`src/rtl/conv_result_writer.sv`:
```
// Captures parallel conv result vectors, queues them and writes them to BRAM one word per cycle
// at channel-major addresses. Optional ReLU on the written data: define RESULT_WRITER_RELU_EN.
module conv_result_writer #(
    parameter int NUM_PE     = 4,
    parameter int OUT_FM_CH  = 2,
    parameter int DW         = 16,
    parameter int OUT_PIXELS = 16,
    parameter int FIFO_DEPTH = 4,
    parameter int ADDR_W     = 10
) (
    input  logic                             i_clk,
    input  logic                             i_rst,
    input  logic                             i_go,
    input  logic                             i_en,
    input  logic [DW*NUM_PE*OUT_FM_CH-1:0]   i_conv_result,
    output logic                             o_bram_we,
    output logic [ADDR_W-1:0]                o_bram_addr,
    output logic [DW-1:0]                    o_bram_data,
    output logic                             o_busy,
    output logic                             o_done,
    output logic                             o_ovf
);

    localparam int NW   = NUM_PE * OUT_FM_CH;
    localparam int VW   = DW * NW;
    localparam int PW   = (NUM_PE > 1) ? $clog2(NUM_PE) : 1;
    localparam int CW   = (OUT_FM_CH > 1) ? $clog2(OUT_FM_CH) : 1;
    localparam int WW   = (NW > 1) ? $clog2(NW) : 1;
    localparam int FW   = $clog2(FIFO_DEPTH);
    localparam int CNTW = $clog2(FIFO_DEPTH + 1);

    localparam logic [PW-1:0]     P_LAST    = PW'(NUM_PE - 1);
    localparam logic [WW-1:0]     W_LAST    = WW'(NW - 1);
    localparam logic [ADDR_W-1:0] PIX_STEP  = ADDR_W'(NUM_PE);
    localparam logic [ADDR_W-1:0] PIX_END   = ADDR_W'(OUT_PIXELS);
    localparam logic [ADDR_W-1:0] CH_STRIDE = ADDR_W'(OUT_PIXELS);
    localparam logic [CNTW-1:0]   CNT_FULL  = CNTW'(FIFO_DEPTH);

    typedef enum logic [1:0] {IDLE, RUN, DONE} state_t;

    state_t state, state_next;
    logic   run;

    logic [VW-1:0]     mem [FIFO_DEPTH];
    logic [FW-1:0]     wr_ptr, rd_ptr;
    logic [CNTW-1:0]   count;
    logic              cur_vld;
    logic [VW-1:0]     cur_vec;
    logic [WW-1:0]     widx;
    logic [PW-1:0]     p_cnt;
    logic [CW-1:0]     ch_cnt;
    logic [ADDR_W-1:0] pix_base;
    logic              ovf_q, done_q;

    // i_go restarts the pass in the same cycle, so counters are viewed through it
    logic              cv_e;
    logic [CNTW-1:0]   cnt_e;
    logic [FW-1:0]     wp_e, rp_e;
    logic [WW-1:0]     widx_e;
    logic [PW-1:0]     p_e;
    logic [CW-1:0]     ch_e;
    logic [ADDR_W-1:0] pb_e;
    logic [VW-1:0]     src;
    logic [DW-1:0]     src_words [NW];
    logic [DW-1:0]     word;
    logic [ADDR_W-1:0] addr;
    logic              issue, last_w, last, fin, fifo_pop, in_cur, in_next, push, drop;

    function automatic logic [DW-1:0] relu(input logic signed [DW-1:0] w);
`ifdef RESULT_WRITER_RELU_EN
        return (w < 0) ? '0 : w;
`else
        return w;
`endif
    endfunction

    always_ff @(posedge i_clk or negedge i_rst) begin
        if (!i_rst) state <= IDLE;
        else        state <= state_next;
    end

    always_comb begin
        state_next = state;
        if (i_go) state_next = RUN;
        if (fin)  state_next = DONE;
    end

    always_comb begin
        run = (state == RUN) | i_go;
    end

    always_comb begin
        cv_e   = cur_vld & ~i_go;
        cnt_e  = i_go ? '0 : count;
        wp_e   = i_go ? '0 : wr_ptr;
        rp_e   = i_go ? '0 : rd_ptr;
        widx_e = i_go ? '0 : widx;
        p_e    = i_go ? '0 : p_cnt;
        ch_e   = i_go ? '0 : ch_cnt;
        pb_e   = i_go ? '0 : pix_base;

        // An idle writer takes the incoming vector straight to the output register
        src = cv_e ? cur_vec : i_conv_result;
        for (int i = 0; i < NW; i++) src_words[i] = src[i*DW +: DW];
        word = src_words[widx_e];
        addr = CH_STRIDE * ADDR_W'(ch_e) + pb_e + ADDR_W'(p_e);

        issue    = run & (cv_e | i_en);
        last_w   = (widx_e == W_LAST);
        last     = issue & last_w;
        fin      = last & ((pb_e + PIX_STEP) == PIX_END);
        fifo_pop = last & (cnt_e != '0);
        in_cur   = run & i_en & ~cv_e;
        in_next  = run & i_en & cv_e & last & (cnt_e == '0);
        push     = run & i_en & cv_e & ~in_next & ((cnt_e != CNT_FULL) | fifo_pop);
        drop     = i_en & ~(in_cur | in_next | push);
    end

    // Output register stage and control state
    always_ff @(posedge i_clk or negedge i_rst) begin
        if (!i_rst) begin
            o_bram_we   <= 1'b0;
            o_bram_addr <= '0;
            o_bram_data <= '0;
            ovf_q       <= 1'b0;
            done_q      <= 1'b0;
            wr_ptr      <= '0;
            rd_ptr      <= '0;
            count       <= '0;
            cur_vld     <= 1'b0;
            widx        <= '0;
            p_cnt       <= '0;
            ch_cnt      <= '0;
            pix_base    <= '0;
        end else begin
            o_bram_we <= issue;
            if (issue) begin
                o_bram_addr <= addr;
                o_bram_data <= relu(word);
            end
            ovf_q  <= (ovf_q & ~i_go) | drop;
            done_q <= (state == DONE) & ~i_go;
            if (fin) begin
                wr_ptr   <= '0;
                rd_ptr   <= '0;
                count    <= '0;
                cur_vld  <= 1'b0;
                widx     <= '0;
                p_cnt    <= '0;
                ch_cnt   <= '0;
                pix_base <= pb_e + PIX_STEP;
            end else begin
                wr_ptr <= wp_e + FW'(push);
                rd_ptr <= rp_e + FW'(fifo_pop);
                count  <= cnt_e + CNTW'(push) - CNTW'(fifo_pop);
                if (issue && last_w) begin
                    widx     <= '0;
                    p_cnt    <= '0;
                    ch_cnt   <= '0;
                    pix_base <= pb_e + PIX_STEP;
                    cur_vld  <= fifo_pop | in_next;
                end else if (issue) begin
                    widx     <= widx_e + WW'(1);
                    pix_base <= pb_e;
                    cur_vld  <= 1'b1;
                    if (p_e == P_LAST) begin
                        p_cnt  <= '0;
                        ch_cnt <= ch_e + CW'(1);
                    end else begin
                        p_cnt  <= p_e + PW'(1);
                        ch_cnt <= ch_e;
                    end
                end else begin
                    widx     <= widx_e;
                    p_cnt    <= p_e;
                    ch_cnt   <= ch_e;
                    pix_base <= pb_e;
                    cur_vld  <= cv_e;
                end
            end
        end
    end

    always_ff @(posedge i_clk) begin
        if (push) mem[wp_e] <= i_conv_result;
        if (fifo_pop)              cur_vec <= mem[rp_e];
        else if (in_cur | in_next) cur_vec <= i_conv_result;
    end

    assign o_busy = (count != '0) | o_bram_we;
    assign o_done = done_q;
    assign o_ovf  = ovf_q;

endmodule

```
`config.mk`:
```
export PLATFORM = sky130hd
export DESIGN_NAME = conv_result_writer
export DESIGN_NICKNAME = d
export VERILOG_FILES = /design/src/rtl/conv_result_writer.sv
export SDC_FILE = /design/constraint.sdc
export NUM_CORES = 1
export LEC_CHECK = 0
export ABC_AREA = 1
export BUFFER_PORTS_ARGS = -buffer_cell sky130_fd_sc_hd__clkbuf_2
export CORE_ASPECT_RATIO = 0.8
export CORE_MARGIN = 10
export CORE_UTILIZATION = 45
export CTS_BUF_LIST = sky130_fd_sc_hd__clkbuf_8
export CTS_CLUSTER_SIZE = 30
export DETAILED_ROUTE_END_ITERATION = 8
export GPL_TIMING_DRIVEN = 1
export PLACE_DENSITY = 0.74
export SYNTH_ARGS = -nofsm -noshare
export SYNTH_HDL_FRONTEND = slang
export SYNTH_SLANG_ARGS = --single-unit
```
`constraint.sdc`:
```
create_clock -name i_clk -period 19.9 [get_ports i_clk]
set_input_delay 3.98 -clock i_clk [delete_from_list [all_inputs] [get_ports i_clk]]
set_output_delay 3.98 -clock i_clk [all_outputs]
set_load 0.01 [all_outputs]
```
==> flow_summary.json, run 1 <==
{
  "status": "finished, final reports clean",
  "syn_area_sq_um": 30100,
  "crit_fanout": 61,
  "antenna_found_initial": 11,
  "portBuffers": 161,
  "power_density_nw_per_um2": 91.7,
  "hold_viol": 0,
  "die_area_sq_um": 77700,
  "cp-start-kind": "input port",
  "p_total_mw": 3.07,
  "syn_area_per_cell_sq_um": 10.7,
  "final_area_sq_um": 33500,
  "reg2reg_depth": 9,
  "dp_slack_ps": 10240,
  "finalSetupTns_ps": 0,
  "grt_usage_pct": 20.0,
  "rows": 84,
  "wl_per_cell_um": 20.5,
  "drv_cap": 0,
  "drc": 0,
  "final.setup.worst_slack_ps": 10940,
  "clock_skew_ps": 30.4,
  "holdPathStages": 1,
  "grt_max_degree": 129,
  "clkTransAtPathRegs_ps": 60,
  "area_growth_pct": 11.3,
  "post_cts_buffers": 0,
  "core_area_sq_um": 66000,
  "synth_mux_area_share_pct": 0,
  "crit_type": "in -> reg",
  "cts.path.max_buffers": 3,
  "ant_nets": 0,
  "final-setup-viol-count": 0,
  "synth_cell_type_count": 34,
  "clock_latency_ps": 720,
  "synth_top_family_by_area": "simple AND/OR/NAND/NOR gates",
  "synth_xor_area_share_pct": 0.262,
  "cts_made_buffers": 102,
  "synthSimpleGateAreaFrac_pct": 14.6,
  "fp.dieW_um": 309,
  "slew_violations": 0,
  "drt-total-wl_um": 79700,
  "clock_sinks": 695,
  "yosys_warnings": 0,
  "vias": 21381,
  "initial_core_util_pct": 45.6,
  "grt_setup_unrepaired": "no",
  "async_flop_share_pct": 7.91,
  "synthFlopType": "edfxtp_1",
  "clockRootBuffer": "clkbuf_8",
  "yosysTopAreaCell": "edfxtp_1",
  "final_layout_size_suffix_gt1_share_pct": 11.5,
  "synth_seq_area_share_pct": 68.4,
  "yosysTopAreaCellShare_pct": 63.8,
  "synth_compound_area_share_pct": 9.61,
  "htreeDepth": 3,
  "leakagePower_nw": 13.1,
  "gp_congestion": 0.924,
  "cts_hold_buffers": 0,
  "dp_hpwl_um": 47700,
  "fin_crit_ps": 8960,
  "synth.top_cells.by_area": "edfxtp_1, nand2_1, o21ai_0, dfrtp_1, nand3_1",
  "nets": 3073,
  "grt_pass1_vias": 20094,
  "io_pins": 162,
  "syn_nets": 2953,
  "peakVddDrop_v": 0.0000574,
  "worst_setup_path_end_kind": "flop",
  "relSlewSlack_pct": 17.5,
  "ys_ff_latch": 695,
  "fillers": 5733,
  "dr.pass1.iters": 8,
  "cts-resized-gates": 0,
  "gr-total-overflow": 0,
  "synth_fa_ha_area_share_pct": 0.631,
  "place_area_sq_um": 31500,
  "fp.dieH_um": 251,
  "min_path_type": "reg -> reg",
  "synth_edf_count": 640,
  "via_per_inst": 5.51,
  "crit_required_ps": 20230,
  "tightestPinTransition_ps": 1240,
  "tritoncts": "done",
  "drt_iter0_markers": 2646,
  "syn_inst": 2807,
  "grt_pass1_wl_um": 121000,
  "fmax_mhz": 112,
  "arrival_ps": 9290,
  "final.period_utilization_pct": 45.0
}
report_power, final:
| group | leakage, nW | internal (mW) | switching [mW] |
|---|---|---|---|
| logic | 5.39 | 0.0722 | 0.181 |
| clock network | 1.17 | 0.577 | 0.555 |
| registers | 6.55 | 1.65 | 0.0322 |
registers in the layout, indices dropped and copies added (netlist names):
register	count
o_bram_addr	10
wr_ptr	2
count	3
state	2
widx	3
p_cnt	2
o_done	1
o_bram_we	1
rd_ptr	2
cur_vec	128
pix_base	10
cur_vld	1
o_ovf	1
mem	512
o_bram_data	16
ch_cnt	1
logic make-up after synthesis:
kind of cell / Yosys count
fa+ha+maj: 14
compound gates: 544
buf+inv: 483
simple gates: 1062
flops: 695
xor+xnor: 9
layout by cell type (no fill, tap or decap), drive strengths merged:
cell and instances:
o21a 1, clkbuf 275, xnor2 3, inv 349, a31oi 2, edfxtp 640
a22oi 2, nand2 491, xor2 6, fa 2, nand3 270, dfrtp 55
buf 30, ha 12, bufinv 4, nor3 4, or4 1, nand3b 1
clkinvlp 5, nand4 1, diode 8, clkinv 28, nor2 294, o21ai 405
o22ai 129, a21oi 5
synthesized netlist by cell type, types with 3 or more instances:
library cell    n
inv_1         303
inv_2           4
buf_2          52
xnor2_1         3
nand3_1       270
xor2_1          6
buf_1           6
o22ai_1       129
ha_1           12
clkbuf_1       94
buf_4          19
a21oi_1         5
nand2_1       486
o21ai_0       294
o21ai_1       111
nor2_1        289
dfrtp_1        55
nand2_2         4
edfxtp_1      640
nor3_1          4
critical path, stage by stage:
cell and delay (ps):
clkbuf_2 240, inv_2 360, buf_4 500, nand2_4 440, nand2_1 190, nand2_2 410, inv_2 610, nand2_4 220
nand2_1 120, nand3b_1 310, nor2_4 900, buf_4 910
worst paths after layout:
| check | from | endpoint | slack, ps |
|---|---|---|---|
| setup / recovery | i_go | mem[1][90]$_DFFE_PP_ | 10940 |
| hold / removal | state[0]$_DFFE_PN0P_ | o_done$_DFF_PN0_ | 490 |
| setup reg to reg | cur_vld$_DFF_PN0_ | mem[1][72]$_DFFE_PP_ | 15050 |
| hold reg to reg | state[0]$_DFFE_PN0P_ | o_done$_DFF_PN0_ | 490 |
| max in group asynchronous | i_rst | rd_ptr[0]$_DFF_PN0_ | 15920 |
| min in group asynchronous | i_rst | pix_base[0]$_DFF_PN0_ | 3400 |
metrics by stage:
step,std cells,hold slack [ps],util [%]
floorplan,2807,423,-
CTS,3875,483,50.7
detailed placement,3683,473,47.7
finish,3883,486,50.8
global route,3881,498,50.8
global placement,3683,472,47.7
per-layer routing:
| layer | global-route usage, % | routed length [um] |
|---|---|---|
| met1 | 28.0 | 32600 |
| met2 | 29.6 | 35800 |
| met3 | 6.17 | 9720 |
| met4 | 5.76 | 1530 |
| met5 | 0 | 39 |
area by class of cell:
| cell class | instances | area, sq um | area share (%) |
|---|---|---|---|
| inverter | 308 | 1160 | 3.46 |
| multi-input combinational | 1629 | 7620 | 22.7 |
| sequential | 695 | 20600 | 61.5 |
| clock inverter | 78 | 432 | 1.29 |
| clock buffer | 114 | 1570 | 4.68 |
| timing repair buffer | 191 | 1040 | 3.11 |
| tap | 860 | 1080 | 3.21 |
| antenna | 8 | 20.0 | 0.0597 |
No activity file was read; power rests on OpenSTA's default activity.
==> inputs of run 2 (changes only) <==
- ABC_AREA: 1 -> 0
- clock period: 19.9 -> 9 ns (I/O delays scaled with it)
==> flow_summary.json, run 2 <==
{
  "reg2reg_from": "widx[1]$_DFF_PN0_",
  "yosysMostFrequentCell": "edfxtp_1",
  "grt_usage_pct": 18.8,
  "initial_core_util_pct": 45.5,
  "grt_pass1_wl_um": 110000,
  "via_per_inst": 5.60,
  "synth.top_cells.by_area": "edfxtp_1, nand2_1, mux2_2, dfrtp_1, o21ai_0",
  "post_cts_buffers": 0,
  "portBuffers": 161,
  "synth_common_cells": "edfxtp_1, nand2_1, o21ai_0, nand3_1, mux2_2",
  "htreeDepth": 3,
  "synth_edf_count": 640,
  "fmax_mhz": 170,
  "synth_cell_type_count": 54,
  "synth_seq_area_share_pct": 70.5,
  "fp.dieW_um": 305,
  "drv_cap": 0,
  "cpPeakStageDelay_ps": 870,
  "cp-startpoint": "i_go",
  "syn_area_sq_um": 29200,
  "syn_area_per_cell_sq_um": 13.4,
  "io_pins": 162,
  "crit_slowest_cell": "o2111ai_1",
  "dr.pass1.iters": 6,
  "synthFlopType": "edfxtp_1",
  "peakVddDrop_v": 0.000122,
  "slew_violations": 0,
  "status": "finished, final reports clean",
  "nets": 2471,
  "worst_setup_path_end_kind": "flop",
  "power_frac_comb_pct": 7.8,
  "hold_ws_ps": 480,
  "crit_top_cell": "ha_1",
  "clockRootBuffer": "clkbuf_8",
  "grt_setup_unrepaired": "no",
  "crit_fanout": 19,
  "drc": 0,
  "cts-resized-gates": 0,
  "place_area_sq_um": 30800,
  "final.period_utilization_pct": 65.2,
  "yosysTopAreaCellShare_pct": 65.7,
  "yosysTopAreaCell": "edfxtp_1",
  "largest_reg_flops": 512,
  "cts_made_buffers": 105,
  "p_sw_share_pct": 24.0,
  "syn_inst": 2177,
  "syn_nets": 2323,
  "tightestPinTransition_ps": 1260,
  "cp_cell_sequence": "clkbuf_2, inv_1, nand2_1, buf_4, clkinv_1, ha_1, ha_1, o221ai_2, o21ai_0, o2111ai_1, ha_1, inv_1, ha_1, inv_1, fa_1, xnor2_1, nor2_1",
  "utilization_pct": 51.1,
  "layout_commonest_cell": "edfxtp_1",
  "grt_pass1_vias": 18113,
  "power.switching_mw": 1.59,
  "cts_hold_buffers": 0,
  "antenna_found_initial": 16,
  "crit_required_ps": 9540,
  "p_seq_share_pct": 55.7,
  "grt_max_degree": 129,
  "core_area_sq_um": 64300,
  "final_area_sq_um": 32800,
  "gr-total-overflow": 0,
  "top_regs": "mem: 512 flops, cur_vec: 128 flops, o_bram_data: 16 flops",
  "min-delay-start": "o_bram_addr[0]$_DFFE_PN0N_",
  "async_flop_share_pct": 7.91,
  "ys_ff_latch": 695,
  "intPower_mw": 5.05,
  "relSlewSlack_pct": 15.7,
  "rows": 83,
  "power_density_nw_per_um2": 202,
  "cts.path.max_buffers": 3,
  "ant_nets": 0,
  "fp.dieH_um": 248,
  "crit_type": "in -> reg",
  "area_growth_pct": 12.3,
  "drt-total-wl_um": 73300,
  "tritoncts": "done",
  "leakagePower_nw": 12.1,
  "largest-register": "mem",
  "clkTransAtPathRegs_ps": 60,
  "dp_hpwl_um": 42800,
  "fillers": 5273,
  "vias": 18309,
  "clock_sinks": 695,
  "drt_iter0_markers": 1922,
  "fin_crit_ps": 5870,
  "cp-start-kind": "input port",
  "clkPwrFrac_pct": 36.5,
  "min_path_type": "reg -> reg",
  "wl_per_cell_um": 22.4,
  "mostFrequentLayoutCells": "edfxtp_1, nand2_1, o21ai_0",
  "die_area_sq_um": 75600,
  "hold_viol": 0,
  "yosys_warnings": 0,
  "gp_congestion": 0.842,
  "clock_latency_ps": 700,
  "final-setup-viol-count": 0,
  "arrival_ps": 6410,
  "clock_skew_ps": 25.0,
  "final_layout_size_suffix_gt1_share_pct": 20.4
}
## run 2: critical path: cells and delay by family
kind                     cells  cell delay, ps
AO/OA/AOI/OAI                3            1330
adder cells (fa/ha/maj)      5            1720
XOR/XNOR                     1             190
buffers and inverters        6            1160
AND/OR/NAND/NOR              2             200
## run 2: through the flow
step | setup WS [ps] | std cells | total power, mW | setup TNS (ps)
global route | 2800 | 3266 | 6.88 | 0
floorplan | -489 | 2177 | 4.03 | -185840
detailed placement | 2520 | 3068 | 4.28 | 0
CTS | 3230 | 3263 | 6.68 | 0
global placement | 2620 | 3068 | 4.26 | 0
finish | 3130 | 3270 | 6.64 | 0
## run 2: area by class of cell
type,count,area [sq um],area share (%)
Inverter,19,73.8,0.225
Timing Repair Buffer,186,1030,3.14
Sequential cell,695,20600,62.8
Tap cell,850,1060,3.24
Clock buffer,114,1570,4.78
Clock inverter,81,398,1.21
Antenna cell,7,17.5,0.0534
Multi-Input combinational cell,1318,8070,24.6
## run 2: logic make-up (layout without fill, tap and decap cells)
family	Yosys count	count (layout)	synth area share, %
compound gates	362	362	6.93
simple gates	729	729	10.6
other cells	0	7	0
mux	195	195	8.60
fa+ha+maj	15	15	0.685
buf+inv	164	400	2.25
flops	695	695	70.5
xor+xnor	17	17	0.509
## run 2: routing by layer
layer	global-route usage (%)	up-vias	share of wire, %
met1	24.2	9078	40
met5	0	-	0.15
li1	-	8375	-
met4	5.13	18	2.0
met2	29.8	730	47
met3	6.90	108	11
## run 2: power groups by stage
stage / sequential, mW / clock (mW) / combinational (mW)
2_1_floorplan: 3.76 / 0 / 0.267
3_3_place_gp: 3.76 / 0 / 0.500
3_5_place_dp: 3.76 / 0 / 0.516
4_1_cts: 3.70 / 2.47 / 0.517
5_1_grt: 3.71 / 2.61 / 0.563
6_report: 3.70 / 2.42 / 0.520
## run 2: final timing paths
kind                                                   end  slack, ps  cells after the start
worst max-delay path                    count[2]$_DFF_PN0_       3130                     17
min in group asynchronous       o_bram_addr[2]$_DFFE_PN0N_       1260                      2
worst min register to register  o_bram_addr[0]$_DFFE_PN0N_        480                      2
worst min-delay path            o_bram_addr[0]$_DFFE_PN0N_        480                      2
max in group asynchronous                cur_vld$_DFF_PN0_       7180                      2
worst max register to register          count[2]$_DFF_PN0_       3750                     16
